==> config.mk <==
export PLATFORM = sky130hd
export DESIGN_NAME = onehot_strobe_decoder
export DESIGN_NICKNAME = d
export VERILOG_FILES = /design/src/rtl/cpu_sel_pkg.sv /design/src/rtl/onehot_dec4.sv /design/src/rtl/onehot_strobe_decoder.sv
export SDC_FILE = /design/constraint.sdc
export NUM_CORES = 1
export LEC_CHECK = 0
export CAP_MARGIN = 20
export CORE_MARGIN = 8
export CORE_UTILIZATION = 45
export CTS_CLUSTER_SIZE = 28
export DETAILED_ROUTE_END_ITERATION = 8
export GPL_TIMING_DRIVEN = 0
export PLACE_DENSITY_LB_ADDON = 0.2
export SYNTH_ARGS = -nofsm -noshare
export SYNTH_HDL_FRONTEND = slang
export SYNTH_SLANG_ARGS = --single-unit
==> constraint.sdc <==
create_clock -name clk -period 1.9 [get_ports clk]
set_clock_uncertainty 0.05 [all_clocks]
set_input_delay 0.38 -clock clk [delete_from_list [all_inputs] [get_ports clk]]
set_output_delay 0.38 -clock clk [all_outputs]
set_load 0.01 [all_outputs]
==> src/rtl/cpu_sel_pkg.sv <==
// cpu_sel_pkg
// Shared select-line definitions for the CPU's 16->4 priority encoder and
// the matching 4->16 strobe decoder, plus the strobe FSM state type.
package cpu_sel_pkg;

    // Width of an encoded line index and number of decoded lines.
    localparam int SEL_W = 4;
    localparam int SEL_N = 16;

    // Strobe FSM: waiting for a command, or driving a strobe slot.
    typedef enum logic {
        IDLE = 1'b0,
        HOLD = 1'b1
    } strobe_state_t;

    // Next consecutive line; 15 wraps naturally to 0 in SEL_W bits.
    function automatic logic [SEL_W-1:0] sel_next(input logic [SEL_W-1:0] idx);
        return idx + SEL_W'(1);
    endfunction

endpackage

==> src/rtl/onehot_dec4.sv <==
// onehot_dec4
// Purely combinational 4->16 shift decode. With en low the output is
// all-zero, which is how a "no line" command is represented.
module onehot_dec4
    import cpu_sel_pkg::*;
(
    input  logic [SEL_W-1:0] idx,
    input  logic             en,
    output logic [SEL_N-1:0] onehot
);

    // Shift a single set bit into position, or emit nothing when disabled.
    always_comb begin
        onehot = '0;
        if (en) begin
            onehot = SEL_N'(1) << idx;
        end
    end

endmodule

==> src/rtl/onehot_strobe_decoder.sv <==
// onehot_strobe_decoder
// Accepts a 4-bit line index over a valid/ready handshake and drives a
// registered one-hot 16-bit strobe for PULSE_CYCLES cycles, followed by one
// idle cycle before the next command can be taken.
// Optional feature macro: ONEHOT_STROBE_BURST_EN adds the in_len port and
// sweeps in_len extra consecutive lines (wrapping 15 -> 0) with no gaps.
module onehot_strobe_decoder
    import cpu_sel_pkg::*;
#(
    parameter int PULSE_CYCLES = 1
) (
    input  logic             clk,
    input  logic             rst,
    input  logic             in_valid,
    output logic             in_ready,
    input  logic [SEL_W-1:0] in_idx,
    input  logic             in_none,
`ifdef ONEHOT_STROBE_BURST_EN
    input  logic [SEL_W-1:0] in_len,
`endif
    output logic [SEL_N-1:0] dout,
    output logic             dout_valid,
    output logic             busy
);

    // Hold counter counts down from PULSE_CYCLES-1 to 0 within a slot.
    localparam logic [3:0] RELOAD = 4'(PULSE_CYCLES - 1);

    strobe_state_t    state;
    strobe_state_t    state_d;
    logic [3:0]       cnt;
    logic [3:0]       cnt_d;
    logic [SEL_W-1:0] cur_idx;
    logic [SEL_W-1:0] idx_d;
    logic             cur_none;
    logic             none_d;
    logic             accept;
    logic             slot_end;
    logic             burst_more;
    logic             dec_en;
    logic [SEL_N-1:0] dout_d;

`ifdef ONEHOT_STROBE_BURST_EN
    logic [SEL_W-1:0] remaining;
    logic [SEL_W-1:0] rem_d;

    assign burst_more = (remaining != '0);
`else
    assign burst_more = 1'b0;
`endif

    assign accept   = in_valid && in_ready;
    assign slot_end = (state == HOLD) && (cnt == 4'd0);

    // State register; reset returns to IDLE and drops any partial burst.
    always_ff @(posedge clk) begin
        if (rst) begin
            state <= IDLE;
        end else begin
            state <= state_d;
        end
    end

    // Next-state: leave IDLE on accept, leave HOLD when the last slot ends.
    always_comb begin
        state_d = state;
        case (state)
            IDLE: begin
                if (accept) begin
                    state_d = HOLD;
                end
            end
            HOLD: begin
                if (slot_end && !burst_more) begin
                    state_d = IDLE;
                end
            end
            default: begin
                state_d = IDLE;
            end
        endcase
    end

    // Command datapath next values: latch at accept, count down in HOLD and
    // step to the next line when a burst slot finishes.
    always_comb begin
        cnt_d  = cnt;
        idx_d  = cur_idx;
        none_d = cur_none;
`ifdef ONEHOT_STROBE_BURST_EN
        rem_d  = remaining;
`endif
        if (accept) begin
            cnt_d  = RELOAD;
            idx_d  = in_idx;
            none_d = in_none;
`ifdef ONEHOT_STROBE_BURST_EN
            rem_d  = in_len;
`endif
        end else if (state == HOLD) begin
            if (cnt != 4'd0) begin
                cnt_d = cnt - 4'd1;
            end
`ifdef ONEHOT_STROBE_BURST_EN
            else if (burst_more) begin
                cnt_d = RELOAD;
                idx_d = sel_next(cur_idx);
                rem_d = remaining - SEL_W'(1);
            end
`endif
        end
    end

    // Command datapath registers.
    always_ff @(posedge clk) begin
        if (rst) begin
            cnt      <= 4'd0;
            cur_idx  <= '0;
            cur_none <= 1'b0;
        end else begin
            cnt      <= cnt_d;
            cur_idx  <= idx_d;
            cur_none <= none_d;
        end
    end

`ifdef ONEHOT_STROBE_BURST_EN
    // Remaining extra slots of the current burst.
    always_ff @(posedge clk) begin
        if (rst) begin
            remaining <= '0;
        end else begin
            remaining <= rem_d;
        end
    end
`endif

    // Outputs: handshake and status from state, decode enable from the
    // upcoming state so the registered strobe lines up with HOLD.
    always_comb begin
        in_ready   = (state == IDLE);
        busy       = (state != IDLE);
        dout_valid = (state == HOLD);
        dec_en     = (state_d == HOLD) && !none_d;
    end

    onehot_dec4 u_dec (
        .idx    (idx_d),
        .en     (dec_en),
        .onehot (dout_d)
    );

    // Strobe register so dout is a clean flop output.
    always_ff @(posedge clk) begin
        if (rst) begin
            dout <= '0;
        end else begin
            dout <= dout_d;
        end
    end

endmodule

==> impl_metrics.py <==
metrics = {
    "status": {
        "status": "finished, final reports clean",
    },
    "grt": {
        "grt_pass1_wl_um": 3860,
        "grtUsageMet2_pct": 17.5,
        "grt_overflow": 0,
        "grt_pass1_vias": 888,
        "antenna_found_initial": 0,
        "grt_use_met1_pct": 13.0,
        "grt_use_total_pct": 11.1,
        "busiest_layer": "met2",
        "grt_max_degree": 15,
        "use_met3_pct": 3.44,
    },
    "placement": {
        "placed_area_mm2": 0.00134,
        "gp_congestion": 0.780,
        "dp_hpwl_um": 1720,
        "io_buffers": 25,
    },
    "detailed_routing": {
        "dr_total_vias": 915,
        "drtAntennaViolNets": 0,
        "vias_per_cell": 5.45,
        "drt_iter0_markers": 19,
        "wl_per_cell_um": 13.4,
        "route.detailed.drc": 0,
        "finalWirelength_um": 2260,
        "firstDrtPassIters": 5,
    },
    "clocking": {
        "cts-root-buf": "clkbuf_4",
        "cts_hold_buffers": 0,
        "clock_sinks": 26,
        "cts_setup_buffers": 0,
        "h-tree-depth": 1,
        "cts_buffer_depth": 2,
        "cts_tree": "done",
        "clk-insertion-delay-late_ns": 0.31,
        "clk_pin_slew_ns": 0.14,
        "cts_made_buffers": 3,
    },
    "critical_path": {
        "reg2regPathDepth": 7,
        "worstPathRequired_ns": 2.06,
        "crit_chain": "inv_1 -> ha_1 -> nor3b_2 -> a211o_1 -> buf_6 -> buf_8 -> nor4_1",
        "critPathLaunchType": "flop",
        "critPathKind": "flop to flop",
        "cp.arrival_ns": 1.99,
        "end_kind": "flop",
        "cpMaxStageDelayCell": "dfxtp_2",
        "slowest_delay_ns": 0.37,
        "cp_max_fo": 10,
    },
    "floorplanning": {
        "die-area_mm2": 0.00416,
        "die_y_um": 64.5,
        "start_util_pct": 47.8,
        "rows": 17,
        "die-width_um": 64.5,
        "core_mm2": 0.00221,
        "pin_count": 27,
    },
    "synth": {
        "synth_top_area_share_pct": 49.2,
        "syn_area_mm2": 0.00106,
        "synth-seq-cells": 26,
        "netlist_top_cells_area": "dfxtp_1 49%, nor4_1 9.5%, nand2_1 4.6%, nor4bb_1 3.8%, a31oi_1 3.6%",
        "syn_nets": 120,
        "syn-instance-count": 111,
        "synth_top_area_cell": "dfxtp_1",
        "avgSynthCellArea_um2": 9.52,
        "synthDistinctLibCells": 30,
        "synth_seq_area_share_pct": 49.2,
        "ys_warn_count": 0,
    },
    "finish": {
        "synthToLayoutAreaGrowth_pct": 32.0,
        "n_antenna_cell": 0,
        "fillCellCount": 196,
        "final_nets": 150,
        "final_area_mm2": 0.00140,
        "layout-drive-gt1-share_pct": 12.1,
        "post-route-util_pct": 63.1,
    },
    "min_path": {
        "whs_path_depth": 2,
        "holdCritPathClass": "input port to flop",
    },
    "pwr": {
        "p_leak_nw": 0.495,
        "irDropWorstVdd_mv": 0.352,
        "power_density_mw_per_mm2": 721,
    },
    "sta": {
        "rsz0062_at_grt": "true",
        "layout_min_cycle_time_ns": 1.83,
        "fmax_mhz": 548,
        "slew_headroom_pct": 62.8,
        "worst_pin_slew_ns": 0.548,
        "setup_viol": 0,
        "post-route-period-util_pct": 96.1,
        "slew_viol_final": 0,
        "hold_violations": 0,
    },
    "run": {
        "drv_cap": 0,
    },
}
## through the flow
stage	std cells	TNS [ns]	setup slack (ns)	total power [mW]	hold WS [ns]
2_1_floorplan	111	0	0.243	0.684	0.400
3_3_place_gp	164	-1.48	-0.111	0.738	0.415
3_5_place_dp	164	-2.45	-0.174	0.744	0.434
4_1_cts	168	0	0.0423	1.01	0.344
5_1_grt	168	-0.115	-0.0342	1.05	0.386
6_report	168	0	0.0737	1.01	0.343
## per-layer routing
metal,vias to the layer above,wire length [µm]
met5,-,0
met1,413,971
met4,0,18
li1,465,-
met3,2,169
met2,35,1100
## final cells by class
| cell class | instances | area (µm²) | share of cell area [%] |
|---|---|---|---|
| sequential | 26 | 523 | 37.5 |
| timing repair buffer | 25 | 249 | 17.8 |
| buffer | 7 | 57.6 | 4.13 |
| tap | 28 | 35.0 | 2.51 |
| clock buffer | 4 | 36.3 | 2.60 |
| multi-input combinational | 70 | 464 | 33.3 |
| inverter | 8 | 30.0 | 2.15 |
## flip-flops by register name, summed over array words and instances, names as in the netlist
register	flops
busy	1
cnt	4
cur_idx	4
cur_none	1
dout	16
## placed cells by master (no fill, tap or decap), drive strengths merged
master / netlist / layout
a211o: 1 / 1
a21oi: 6 / 6
a31oi: 6 / 6
and4b: 1 / 1
buf: 7 / 7
clkbuf: 0 / 4
clkdlybuf4s50: 0 / 24
dfxtp: 26 / 26
dlygate4sd2: 0 / 1
ha: 1 / 1
inv: 8 / 8
mux2: 1 / 1
mux2i: 3 / 3
nand2: 13 / 13
nand2b: 1 / 1
nand4b: 1 / 1
nor2: 7 / 7
nor2b: 1 / 1
nor3b: 2 / 2
nor4: 16 / 16
nor4b: 1 / 1
nor4bb: 4 / 4
o2111ai: 1 / 1
o21ai: 1 / 1
o41ai: 1 / 1
or3: 1 / 1
or4b: 1 / 1
## cells by family (layout without fill, tap and decap cells)
family	count (synthesis)	count (layout)	synth area share, %
flip-flops	26	26	49.2
buffers and inverters	15	44	8.05
adder cells (fa/ha/maj)	1	1	1.18
AND/OR/NAND/NOR	49	49	27.6
AO/OA/AOI/OAI	16	16	9.35
multiplexers	4	4	4.61
## final timing paths
check,start,end,slack [ns]
hold reg to reg,cnt[0],cnt[0],0.43
setup / recovery,cnt[0],dout[9],0.07
setup reg to reg,cnt[0],dout[9],0.07
hold / removal,rst,cur_idx[3],0.34
## critical path: cells and delay by family, from the launching register on
| family | cells | cell delay, ns |
|---|---|---|
| DFF | 1 | 0.37 |
| and+or+nand+nor | 2 | 0.48 |
| AOI/OAI and AO/OA | 1 | 0.31 |
| buffers and inverters | 3 | 0.31 |
| adders and majority gates | 1 | 0.22 |
## Yosys cell counts
library cell	number
buf_2	2
buf_1	1
o21ai_0	1
buf_8	1
buf_6	1
nor4b_1	1
a211o_1	1
or3_1	1
mux2i_1	2
a21oi_1	6
buf_4	2
mux2i_2	1
nand4b_1	1
nor4bb_1	4
or4b_1	1
nor2b_1	1
nor4_1	16
nand2_1	13
ha_1	1
a31oi_1	6
o41ai_1	1
nor3b_2	1
and4b_1	1
dfxtp_1	26
nor3b_1	1
nor2_1	7
inv_1	8
mux2_4	1
nand2b_1	1
o2111ai_1	1
## where the power goes
part	switching [mW]	internal, mW
combinational	0.0928	0.0737
clock	0.153	0.117
sequential	0.0115	0.559
## repair_timing
action                     CTS  global route
pin swaps                    0             0
gates resized for setup      3             3
hold endpoints to repair     0             0
setup endpoints to repair    1             9
(Power assumes the default switching activity.)
